`config.mk`:
```
export PLATFORM = sky130hd
export DESIGN_NAME = seg7_scan_ctrl_flat
export DESIGN_NICKNAME = d
export VERILOG_FILES = /design/src/rtl/seg7_pkg.sv /design/src/rtl/seg7_scan_ctrl_if.sv /design/src/rtl/seg7_prescaler.sv /design/src/rtl/seg7_scan_ctrl.sv /design/src/flat_wrapper.sv
export SDC_FILE = /design/constraint.sdc
export NUM_CORES = 1
export LEC_CHECK = 0
export BUFFER_PORTS_ARGS = -buffer_cell sky130_fd_sc_hd__buf_2
export CORE_ASPECT_RATIO = 0.7
export CORE_MARGIN = 2
export CORE_UTILIZATION = 55
export DETAILED_ROUTE_END_ITERATION = 10
export GPL_TIMING_DRIVEN = 0
export PLACE_DENSITY_LB_ADDON = 0.05
export SLEW_MARGIN = 20
export SYNTH_ARGS = -nofsm -noshare
export SYNTH_HDL_FRONTEND = slang
export SYNTH_SLANG_ARGS = --single-unit
```
`constraint.sdc`:
```
create_clock -name clk -period 3.8 [get_ports clk]
set_clock_uncertainty 0.1 [all_clocks]
set_input_delay 0.76 -clock clk [delete_from_list [all_inputs] [get_ports clk]]
set_output_delay 0.76 -clock clk [all_outputs]
set_load 0.005 [all_outputs]
```
`src/rtl/seg7_pkg.sv`:
```
// Shared 7-segment display definitions: blanking constants, scan phase
// type and the hex-to-segment decode (gfedcba, active-low).
package seg7_pkg;

    localparam logic [6:0] SEG_OFF    = 7'h7F;
    localparam logic [7:0] ANODE_OFF  = 8'hFF;
    localparam int         NUM_DIGITS = 8;

    typedef enum logic {
        PH_BLANK,
        PH_DRIVE
    } phase_t;

    function automatic logic [6:0] hex2seg(input logic [3:0] h);
        logic [6:0] s;
        unique case (h)
            4'h0: s = 7'h40;
            4'h1: s = 7'h79;
            4'h2: s = 7'h24;
            4'h3: s = 7'h30;
            4'h4: s = 7'h19;
            4'h5: s = 7'h12;
            4'h6: s = 7'h02;
            4'h7: s = 7'h78;
            4'h8: s = 7'h00;
            4'h9: s = 7'h10;
            4'hA: s = 7'h08;
            4'hB: s = 7'h03;
            4'hC: s = 7'h46;
            4'hD: s = 7'h21;
            4'hE: s = 7'h06;
            4'hF: s = 7'h0E;
        endcase
        return s;
    endfunction

endpackage

```
`src/rtl/seg7_scan_ctrl_if.sv`:
```
// Host-side bundle of the scan controller.
// master: drives en/value_in/load, receives Display/Seg/frame_tick.
interface seg7_scan_ctrl_if;

    logic        en;
    logic [31:0] value_in;
    logic        load;
    logic [6:0]  Display;
    logic [7:0]  Seg;
    logic        frame_tick;

    modport master (
        output en, value_in, load,
        input  Display, Seg, frame_tick
    );

    modport slave (
        input  en, value_in, load,
        output Display, Seg, frame_tick
    );

endinterface

```
`src/rtl/seg7_prescaler.sv`:
```
// Clock-enable prescaler that times one digit slot and tracks its phase.
// Ports: clk, reset (sync, high), en; slot_end (last cycle), phase.
module seg7_prescaler
    import seg7_pkg::*;
#(
    parameter int SCAN_DIV  = 100000,
    parameter int BLANK_CYC = 64
) (
    input  logic   clk,
    input  logic   reset,
    input  logic   en,
    output logic   slot_end,
    output phase_t phase
);

    localparam int CW = (SCAN_DIV > 2) ? $clog2(SCAN_DIV) : 1;

    localparam logic [CW-1:0] LAST = CW'(SCAN_DIV - 1);

    // Last blank count; unused when there is no blank interval.
    localparam logic [CW-1:0] LAST_BLANK =
        CW'((BLANK_CYC == 0) ? 0 : BLANK_CYC - 1);

    localparam phase_t START_PH =
        (BLANK_CYC == 0) ? PH_DRIVE : PH_BLANK;

    localparam bit HAS_BLANK = (BLANK_CYC != 0);

    logic [CW-1:0] cnt_q;
    phase_t        state_q, state_d;

    assign slot_end = (cnt_q == LAST);
    assign phase    = state_q;

    always_ff @(posedge clk) begin
        if (reset) begin
            cnt_q <= '0;
        end else if (en) begin
            cnt_q <= slot_end ? '0 : cnt_q + 1'b1;
        end
    end

    // The phase always reflects the current count: BLANK <=> cnt < BLANK_CYC.
    always_comb begin
        state_d = state_q;
        if (en) begin
            unique case (state_q)
                PH_BLANK: if (cnt_q == LAST_BLANK) state_d = PH_DRIVE;
                PH_DRIVE: if (slot_end && HAS_BLANK) state_d = PH_BLANK;
            endcase
        end
    end

    always_ff @(posedge clk) begin
        if (reset) begin
            state_q <= START_PH;
        end else begin
            state_q <= state_d;
        end
    end

endmodule

```
`src/rtl/seg7_scan_ctrl.sv`:
```
// Scans a 32-bit word onto an 8-digit common-anode display, tear-free.
// Ports: clk, reset (sync, high), bus (en/value_in/load in; Display/Seg/frame_tick out).
module seg7_scan_ctrl
    import seg7_pkg::*;
#(
    parameter int SCAN_DIV  = 100000,
    parameter int BLANK_CYC = 64,
    parameter bit LZ_BLANK  = 1'b1
) (
    input  logic              clk,
    input  logic              reset,
    seg7_scan_ctrl_if.slave   bus
);

    logic        slot_end;
    phase_t      phase;
    logic [2:0]  idx_q;
    logic [31:0] shadow_q;
    logic [31:0] displayed_q;
    logic        pending_q;
    logic        frame_end;
    logic [4:0]  shamt;
    logic [31:0] upper;
    logic [3:0]  nib;
    logic        lz_hit;
    logic [6:0]  disp_d;
    logic [7:0]  seg_d;

    seg7_prescaler #(
        .SCAN_DIV  (SCAN_DIV),
        .BLANK_CYC (BLANK_CYC)
    ) u_pre (
        .clk      (clk),
        .reset    (reset),
        .en       (bus.en),
        .slot_end (slot_end),
        .phase    (phase)
    );

    assign frame_end = bus.en && slot_end
                     && (idx_q == 3'(NUM_DIGITS - 1));

    always_ff @(posedge clk) begin
        if (reset) begin
            idx_q <= '0;
        end else if (bus.en && slot_end) begin
            idx_q <= idx_q + 3'd1;
        end
    end

    // A load landing on the boundary bypasses the shadow wait.
    always_ff @(posedge clk) begin
        if (reset) begin
            shadow_q    <= '0;
            displayed_q <= '0;
            pending_q   <= 1'b0;
        end else if (frame_end) begin
            if (bus.load) begin
                shadow_q    <= bus.value_in;
                displayed_q <= bus.value_in;
            end else if (pending_q) begin
                displayed_q <= shadow_q;
            end
            pending_q <= 1'b0;
        end else if (bus.load) begin
            shadow_q  <= bus.value_in;
            pending_q <= 1'b1;
        end
    end

    assign shamt  = {idx_q, 2'b00};
    assign upper  = displayed_q >> shamt;
    assign nib    = displayed_q[shamt +: 4];
    assign lz_hit = LZ_BLANK && (idx_q != 3'd0) && (upper == 32'd0);

    always_comb begin
        seg_d  = ANODE_OFF;
        disp_d = SEG_OFF;
        if (bus.en && phase == PH_DRIVE) begin
            seg_d = ~(8'b1 << idx_q);
            if (!lz_hit) disp_d = hex2seg(nib);
        end
    end

    always_ff @(posedge clk) begin
        if (reset) begin
            bus.Display    <= SEG_OFF;
            bus.Seg        <= ANODE_OFF;
            bus.frame_tick <= 1'b0;
        end else begin
            bus.Display    <= disp_d;
            bus.Seg        <= seg_d;
            bus.frame_tick <= frame_end;
        end
    end

endmodule
```
`src/flat_wrapper.sv`:
```
// flat-port wrapper written by rule: the top's interface ports become plain ports
module seg7_scan_ctrl_flat import seg7_pkg::*;
#(
    parameter int SCAN_DIV  = 100000,
    parameter int BLANK_CYC = 64,
    parameter bit LZ_BLANK  = 1'b1
)
  (clk, reset, bus_en, bus_value_in, bus_load, bus_Display, bus_Seg, bus_frame_tick);
  seg7_scan_ctrl_if bus_i ();
  input  logic clk;
  input  logic reset;
  input wire logic [$bits(bus_i.en)-1:0] bus_en;
  input wire logic [$bits(bus_i.value_in)-1:0] bus_value_in;
  input wire logic [$bits(bus_i.load)-1:0] bus_load;
  output wire logic [$bits(bus_i.Display)-1:0] bus_Display;
  output wire logic [$bits(bus_i.Seg)-1:0] bus_Seg;
  output wire logic [$bits(bus_i.frame_tick)-1:0] bus_frame_tick;
  assign bus_i.en = bus_en;
  assign bus_i.value_in = bus_value_in;
  assign bus_i.load = bus_load;
  assign bus_Display = bus_i.Display;
  assign bus_Seg = bus_i.Seg;
  assign bus_frame_tick = bus_i.frame_tick;
  seg7_scan_ctrl #(.SCAN_DIV(SCAN_DIV), .BLANK_CYC(BLANK_CYC), .LZ_BLANK(LZ_BLANK)) u_core (.clk(clk), .reset(reset), .bus(bus_i));
endmodule
```
* After elaboration in Yosys (flattened, before gate mapping)
Memories as Yosys holds them, arrays and structs flattened. A register that Yosys moved wholly into a read port is not among the register bits.
Cells that the tools add are included.
** Storage, ports and cells
- Register bits :: 95
- Bits in read-only memories :: 112
- Input port bits :: 36
- Word-level logic and storage cells :: 37
- Memories kept :: 1
** Memory list
- (name not given) :: words 16, bits a word 7, rd ports 1, clocked after memory_dff 1, wr ports 0, line seg7_pkg.sv:16 : unique case (h)
** Cells by class
- Add/sub/neg operators :: 2
- Equal/unequal tests :: 3
- Shift operators :: 3
- Muxes and demuxes :: 6
- Bitwise logic cells :: 3
- Reduce and logical (&&, ||, !) cells :: 11
** Operators by type and width (number)
- 2-to-1 mux 32 bit :: 2
- zero test 32 bit :: 1
- indexed part select 32 x 6 -> 4 bit :: 1
- right shift 32 x 5 -> 32 bit :: 1
- adder 17 x 1 -> 17 bit, second input constant :: 1
- == test 17 bit, second input constant :: 1
- == test 17 x 6 -> 1 bit, second input constant :: 1
- 2-to-1 mux 17 bit :: 1
- inverter 8 bit :: 1
- << shifter 1 x 3 -> 8 bit, first input constant :: 1
- logical AND 1 bit :: 4
- OR reduction 2 bit :: 2
- adder 3 x 1 -> 3 bit, second input constant :: 1
- == test 3 bit, second input constant :: 1
- nonzero test 3 bit :: 1
- OR reduction 3 bit :: 1
- 2-to-1 mux 1 bit :: 2
- inverter 1 bit :: 2
- case mux 1 bit (2 select lines) :: 1
- AND reduction 2 bit :: 1
- nonzero test 2 bit :: 1

* Depth between registers and ports, before layout
Gate-level depths: netlist of the first run.
- Depth in word-level cells :: 4
- Gate-level depth with buffers :: 12
- Depth with buffers taken out :: 10

* By module
Synthesis of the first run repeated with hierarchy kept, for this count alone.
** Unflattened totals
- Cell total of the unflattened synthesis :: 472
- Area total of the unflattened synthesis :: 4468.0 µm²
** By module, submodules not included
- seg7_scan_ctrl :: instances 1, cells an instance 368, area an instance 3575.9 µm², seq. area each 1681.6 µm²
- seg7_prescaler :: instances 1, cells an instance 104, area an instance 892.1 µm², seq. area each 360.3 µm²

* Worst setup path after synthesis of the first run
No wires, ideal clock.
- Kind :: register -> register
- From :: reg u_core.idx_q[1]
- To :: reg u_core.bus.Display[2]
- Setup time :: 0.093 ns
- Data arrival time :: 2.604 ns
- Required time :: 3.607 ns
- Slack :: 1.003 ns
- Stages on the path, launching flop included :: 13
- Path buffers :: 2
- Clock period less this slack :: 2.797 ns
- Cells stage by stage :: dfxtp_1 > clkbuf_1 > clkbuf_1 > mux4_2 > nand2_1 > nand2_1 > inv_1 > ha_1 > inv_1 > a221o_1 > a211o_1 > a22o_4 > o311ai_2
** Between the ends
- Longest elaborated chain between the ends :: 4
- Elaborated cells on any way between the ends :: 6
- Those cells by class :: shift (2); reduce/logical (4)
** RTL lines
- start: declaration :: line seg7_scan_ctrl.sv:17 : logic [2:0] idx_q;
- start signal: assignment :: line seg7_scan_ctrl.sv:47 : idx_q <= idx_q + 3'd1;
- right shift 32 x 5 -> 32 bit :: line seg7_scan_ctrl.sv:72 : assign upper = displayed_q >> shamt;
- zero test 32 bit :: line seg7_scan_ctrl.sv:74 : assign lz_hit = LZ_BLANK && (idx_q != 3'd0) && (upper == 32'd0);
- logical AND 1 bit :: line seg7_scan_ctrl.sv:74
- OR reduction 3 bit (no line)
- end: declaration :: line seg7_scan_ctrl_if.sv:19 : output Display, Seg, frame_tick
Several ways; a longest one is shown, not always the timed one.
A chain may end at the register's enable or synchronous reset.

* Worst setup path after layout of the first run
- From :: reg u_core.idx_q[1]
- To :: reg u_core.bus.Display[5]
The elaborated chain is that of the path after synthesis.

==> run_results.csv, run 1 <==
group,metric,value,unit
worst_hold_path,hold_class,"flip-flop to flip-flop",
cells_and_area,num_antenna_cells,0,
pwr,ir_drop,0.000603,V
sta,layout_setup_ws,0.451,ns
pwr,power.leakage,0.00204,uW
global_route,grt_pass1_vias,3262,
placement,dpl_cell_area,0.00484,mm2
detailed_routing,drtAntennaViolNets,0,
die,initial_core_util,56.9,%
cells_and_area,drive_above_1_share,23.1,%
sta,finalCritPeriodShare,88.1,%
cells_and_area,syn_to_final_growth,15.1,%
clocking,cts_setup_buffers,0,
setup_path,crit_type,"flip-flop to flip-flop",
worst_hold_path,holdPathEnd,"u_core.u_pre.phase",
yosys,yosysTopAreaCellShare,45.6,%
detailed_routing,via_count,3309,
setup_path,cp-end-kind,"flip-flop",
setup_path,r2r_slack,0.45,ns
detailed_routing,drt-total-wl,9.08,mm
global_route,grt_antenna_before_repair,0,
yosys,syn_area,0.00448,mm2
placement,io_buffers,48,
sta,fin_crit,3.35,ns
setup_path,startpoint_type,"flip-flop",
detailed_routing,drt_pass1_iterations,4,
setup_path,crit_start,"u_core.idx_q[1]",
yosys,synthCells,445,
detailed_routing,drt_iter0_drc,184,
detailed_routing,drc,0,
yosys,syn_area_per_cell,10.1,um2
run,drv_cap,0,
sta,tns,0,ns
pwr,powerDensity,420,mW/mm2
sta,max_slew_margin,48.8,%
cells_and_area,fin_nets,552,
pwr,total_power,2160,uW
setup_path,required,3.95,ns
die,die_x,112,um
yosys,yosys.area.top_type,"dfxtp_1",
yosys,ys_ff_latch,102,
yosys,synth_edf_count,0,
status,outcome,"finished, final reports clean",
yosys,synth_warnings,0,
die,core,0.00787,mm2
clocking,tritoncts,"built",
setup_path,r2r_start,"u_core.idx_q[1]",
sta,drv_slew,0,
die,ios,52,
clocking,root_buffer,"clkbuf_16",
clocking,clock_latency,0.35,ns
placement,routabilityCongestion,0.883,
yosys,synth_ff_type,"dfxtp_1",
setup_path,r2r-end,"u_core.bus.Display[5]",
worst_hold_path,hp-start,"u_core.u_pre.phase",
clocking,cts_made_buffers,9,
die,die-area,0.00889,mm2
placement,pre_cts_ws,0.513,ns
detailed_routing,via_per_inst,5.44,
placement,dpl.hpwl,6.75,mm
sta,rsz0062_at_grt,"false",
clocking,path_clk_slew,0.07,ns
yosys,synth_area_leaders,"dfxtp_1, nor2_1, mux2i_1, a211oi_2, ha_1",
global_route,grt_max_degree,16,
setup_path,critPathArrivalTime,3.50,ns
die,die_h,79.5,um
yosys,synth_nets,493,
yosys,synthArstFlopShare,0,%
sta,tightest_slew,0.768,ns
yosys,ys_seq_area_share,45.6,%
sta,setup_viol,0,
yosys,yosysUniqueCellTypes,43,
clocking,clockBufferDepth,2,
cells_and_area,n_fill_cell,680,
worst_hold_path,whs_path_depth,2,
global_route,grt_util_all_layers,22.3,%
global_route,globalRouteOverflowTotal,0,
detailed_routing,wl_per_cell,14.9,um
clocking,htree_levels,3,
setup_path,crit_fanout,10,
clocking,cts_hold_buf,0,
clocking,post_cts_resize_count,0,
sta,finalHoldViolCount,0,
clocking,cts_sinks,102,
cells_and_area,fin_area,0.00516,mm2
sta,fmaxAchievable,299,MHz
die,rows,27,
global_route,grt_pass1_wl,15.7,mm
setup_path,worstRegToRegCells,12,
[logic make-up after synthesis]
group,count (synthesis),synth area share [%]
simple gates,170,16.4
flops,102,45.6
compound gates,62,13.9
mux,46,13.1
buf+inv,36,4.41
xor+xnor,17,3.32
fa+ha+maj,12,3.35
[worst max-delay path: stages, from the launching register on]
cell	delay (ns)
dfxtp_1	0.37
clkbuf_1	0.43
clkbuf_1	0.41
mux4_2	0.37
nand2_1	0.09
nand2_1	0.16
inv_1	0.16
ha_1	0.24
inv_1	0.06
a221o_1	0.26
a211o_1	0.25
a22o_4	0.27
o221ai_1	0.09
[where the power goes]
group	switching [uW]	internal (uW)	total, uW
logic	60.7	39.4	100
clock network	379	586	965
registers	7.02	1090	1100
total	447	1720	2160
[per-stage QoR]
| step | instances | hold WS (ns) | utilization (%) |
|---|---|---|---|
| detailed placement | 594 | 0.372 | 61.5 |
| global placement | 594 | 0.364 | 61.5 |
| floorplan | 445 | 0.343 | - |
| global route | 608 | 0.420 | 65.5 |
| finish | 608 | 0.375 | 65.5 |
| CTS | 608 | 0.382 | 65.5 |
[placed cells by master (no fill, tap or decap), types with 4 or more instances in the layout]
cell,count
dfxtp_1,102
nor2_1,97
buf_2,53
mux2i_1,36
a211oi_2,28
nand2_1,26
nand3_1,17
ha_1,12
clkbuf_1,11
xor2_1,10
clkbuf_16,9
nor4_1,7
a21oi_1,7
xnor2_1,7
nor3_1,7
buf_6,6
inv_1,6
a211oi_1,6
mux4_2,5
and3_1,5
nand2b_1,5
buf_1,4
o21ai_0,4
[Yosys cell counts, drive strengths merged (2+ instances only)]
cell and number:
buf 18, a21oi 7, xor2 10, o21ai 5, nor4 7, o221ai 2, nor3 8, nor2 97
xnor2 7, mux2i 37, o211ai 5, clkbuf 11, dfxtp 102, mux4 8, nand2b 5, ha 12
o22ai 2, o311ai 2, nand2 26, inv 6, nand4 2, nand3 17, and3 5, a211oi 34
[sequential cells by signal (all words and copies together), names as in the netlist]
signal	flops
u_core.bus.Display	7
u_core.bus.Seg	8
u_core.bus.frame_tick	1
u_core.displayed_q	32
u_core.idx_q	3
u_core.pending_q	1
u_core.shadow_q	32
u_core.u_pre.cnt_q	17
u_core.u_pre.phase	1
[how the worst max path moves through the flow]
| stage | to | slack (ns) |
|---|---|---|
| final | u_core.bus.Display[5] | 0.45 |
| after floorplan | u_core.bus.Display[2] | 1.00 |
| after global routing | u_core.bus.Display[5] | 0.19 |
| after global placement | u_core.bus.Display[2] | 0.55 |
| after CTS | u_core.bus.Display[5] | 0.47 |
| after detailed placement | u_core.bus.Display[5] | 0.51 |
[layout make-up]
class                           instances  area (um2)  share of cell area, %
Multi-Input combinational cell        307        2240                   43.4
Timing Repair Buffer                   48         240                   4.66
Tap cell                              101         126                   2.45
Inverter                                7        26.3                  0.510
Sequential cell                       102        2040                   39.6
Clock buffer                           10         239                   4.63
Buffer                                 29         171                   3.32
Clock inverter                          4        72.6                   1.41
[routing by layer]
metal | track usage (%) | wire, um
met4 | 7.04 | 155
met1 | 31.2 | 4650
met5 | 0 | 0
met3 | 6.45 | 459
met2 | 33.4 | 3820
No activity file was read; power rests on OpenSTA's default activity.
==> run 2, diff against run 1 <==
Clock period 3.8 ns to 3.58 ns, I/O delays scaled along.
==> run_results.csv, run 2 (synthesis gave the netlist of run 1 again) <==
group,metric,value,unit
status,outcome,"finished, final reports clean",
cells_and_area,drive_above_1_share,23.3,%
global_route,globalRouteOverflowTotal,0,
placement,dpl.hpwl,6.75,mm
detailed_routing,via_count,3314,
sta,tns,0,ns
clocking,htree_levels,3,
detailed_routing,drtAntennaViolNets,0,
global_route,use_met1,31.2,%
clocking,clockBufferDepth,2,
sta,finalHoldViolCount,0,
clocking,post_cts_resize_count,0,
setup_path,startpoint_type,"flip-flop",
setup_path,worstRegToRegCells,12,
sta,fin_crit,3.17,ns
setup_path,cp-end-kind,"flip-flop",
cells_and_area,fin_nets,552,
die,core,0.00787,mm2
cells_and_area,mostFrequentLayoutCells,"dfxtp_1, nor2_1, buf_2, mux2i_1, a211oi_2",
detailed_routing,drt-total-wl,9.10,mm
setup_path,r2r-end,"u_core.bus.Display[5]",
placement,io_buffers,48,
cells_and_area,layout_commonest_cell,"dfxtp_1",
setup_path,crit_fanout,10,
setup_path,r2r_slack,0.41,ns
global_route,top_usage_layer,"met2",
die,ios,52,
clocking,root_buffer,"clkbuf_16",
cells_and_area,syn_to_final_growth,15.2,%
sta,rsz0062_at_grt,"false",
die,initial_core_util,56.9,%
clocking,cts_hold_buf,0,
worst_hold_path,holdPathEnd,"u_core.u_pre.phase",
setup_path,required,3.73,ns
placement,dpl_cell_area,0.00484,mm2
detailed_routing,drt_pass1_iterations,4,
setup_path,r2r_start,"u_core.idx_q[1]",
clocking,cts_setup_buffers,0,
sta,max_slew_margin,48.8,%
detailed_routing,via_per_inst,5.45,
sta,fmaxAchievable,316,MHz
sta,finalCritPeriodShare,88.5,%
sta,tightest_slew,0.769,ns
die,die-area,0.00889,mm2
clocking,path_clk_slew,0.07,ns
sta,setup_viol,0,
pwr,power.leakage,0.00204,uW
global_route,grt_antenna_before_repair,0,
setup_path,slowest_stage,"clkbuf_1",
setup_path,worstPathCellList,"clkbuf_2 > clkbuf_1 > mux4_2 > nand2_1 > nand2_1 > inv_1 > ha_1 > inv_1 > a221o_1 > a211o_1 > a22o_4 > o221ai_1",
global_route,grt_use_met2,33.4,%
die,rows,27,
worst_hold_path,hold_class,"flip-flop to flip-flop",
setup_path,slowest_delay,0.38,ns
cells_and_area,n_fill_cell,681,
setup_path,critPathArrivalTime,3.32,ns
global_route,grt_pass1_wl,15.7,mm
placement,routabilityCongestion,0.883,
sta,drv_slew,0,
cells_and_area,num_antenna_cells,0,
worst_hold_path,hp-start,"u_core.u_pre.phase",
global_route,grtUsageMet3,6.45,%
clocking,clock_latency,0.35,ns
cells_and_area,fin_area,0.00516,mm2
global_route,grt_pass1_vias,3262,
die,die_h,79.5,um
setup_path,crit_type,"flip-flop to flip-flop",
pwr,ir_drop,0.000640,V
detailed_routing,drc,0,
detailed_routing,wl_per_cell,15.0,um
run,drv_cap,0,
cells_and_area,top_regs,"u_core.displayed_q x32, u_core.shadow_q x32, u_core.u_pre.cnt_q x17",
worst_hold_path,whs_path_depth,2,
clocking,cts_made_buffers,9,
detailed_routing,drt_iter0_drc,184,
global_route,grt_util_all_layers,22.3,%
clocking,cts_sinks,102,
clocking,tritoncts,"built",
global_route,grt_max_degree,16,
pwr,powerDensity,445,mW/mm2
die,die_x,112,um
[run 2: cell types whose count changed in the layout (fill, tap and decap cells not counted)]
cell	change
clkbuf_2	+1
clkbuf_1	-1
[run 2: where the power goes]
group	internal, uW	total (uW)	leakage, uW	switching [uW]
logic	41.8	106	0.00106	64.4
registers	1160	1170	0.000829	7.45
clock network	622	1020	0.000150	402
[run 2: worst max-delay path, delay by kind of cell, from the launching register on]
family / cells / cell delay (ns)
AOI/OAI and AO/OA: 4 / 0.87
adders and majority gates: 1 / 0.24
buffers and inverters: 4 / 0.87
DFF: 1 / 0.37
muxes: 1 / 0.37
and+or+nand+nor: 2 / 0.25
[run 2: cell type report]
type / instances / area, um2 / area share, %
Inverter: 7 / 26.3 / 0.509
Multi-Input combinational cell: 307 / 2240 / 43.4
Tap cell: 101 / 126 / 2.45
Clock inverter: 4 / 72.6 / 1.41
Clock buffer: 10 / 239 / 4.63
Sequential cell: 102 / 2040 / 39.6
Timing Repair Buffer: 48 / 240 / 4.66
Buffer: 29 / 173 / 3.35
[run 2: through the flow]
stage               setup WS [ns]  hold slack, ns  instances  util [%]  power [uW]
detailed placement          0.293           0.372        594      61.5        1300
finish                      0.412           0.375        608      65.5        2300
CTS                         0.245           0.382        608      65.5        2320
global placement            0.334           0.364        594      61.5        1300
global route                0.174           0.420        608      65.5        2370
floorplan                   0.783           0.343        445         -        1260
[run 2: worst max path at each step]
stage                     from               endpoint  slack, ns  depth (start not counted)
2_1_floorplan  u_core.idx_q[1]  u_core.bus.Display[2]       0.78                         12
3_3_place_gp   u_core.idx_q[1]  u_core.bus.Display[2]       0.33                         12
3_5_place_dp   u_core.idx_q[1]  u_core.bus.Display[5]       0.29                         12
4_1_cts        u_core.idx_q[1]  u_core.bus.Display[5]       0.25                         12
5_1_grt        u_core.idx_q[1]  u_core.bus.Display[5]       0.17                         12
6_report       u_core.idx_q[1]  u_core.bus.Display[5]       0.41                         12
[run 2: per-layer routing]
metal	vias to the layer above	part of all wire [%]
li1	1676	-
met1	1549	51
met5	-	0
met4	0	1.7
met2	72	42
met3	17	5.0
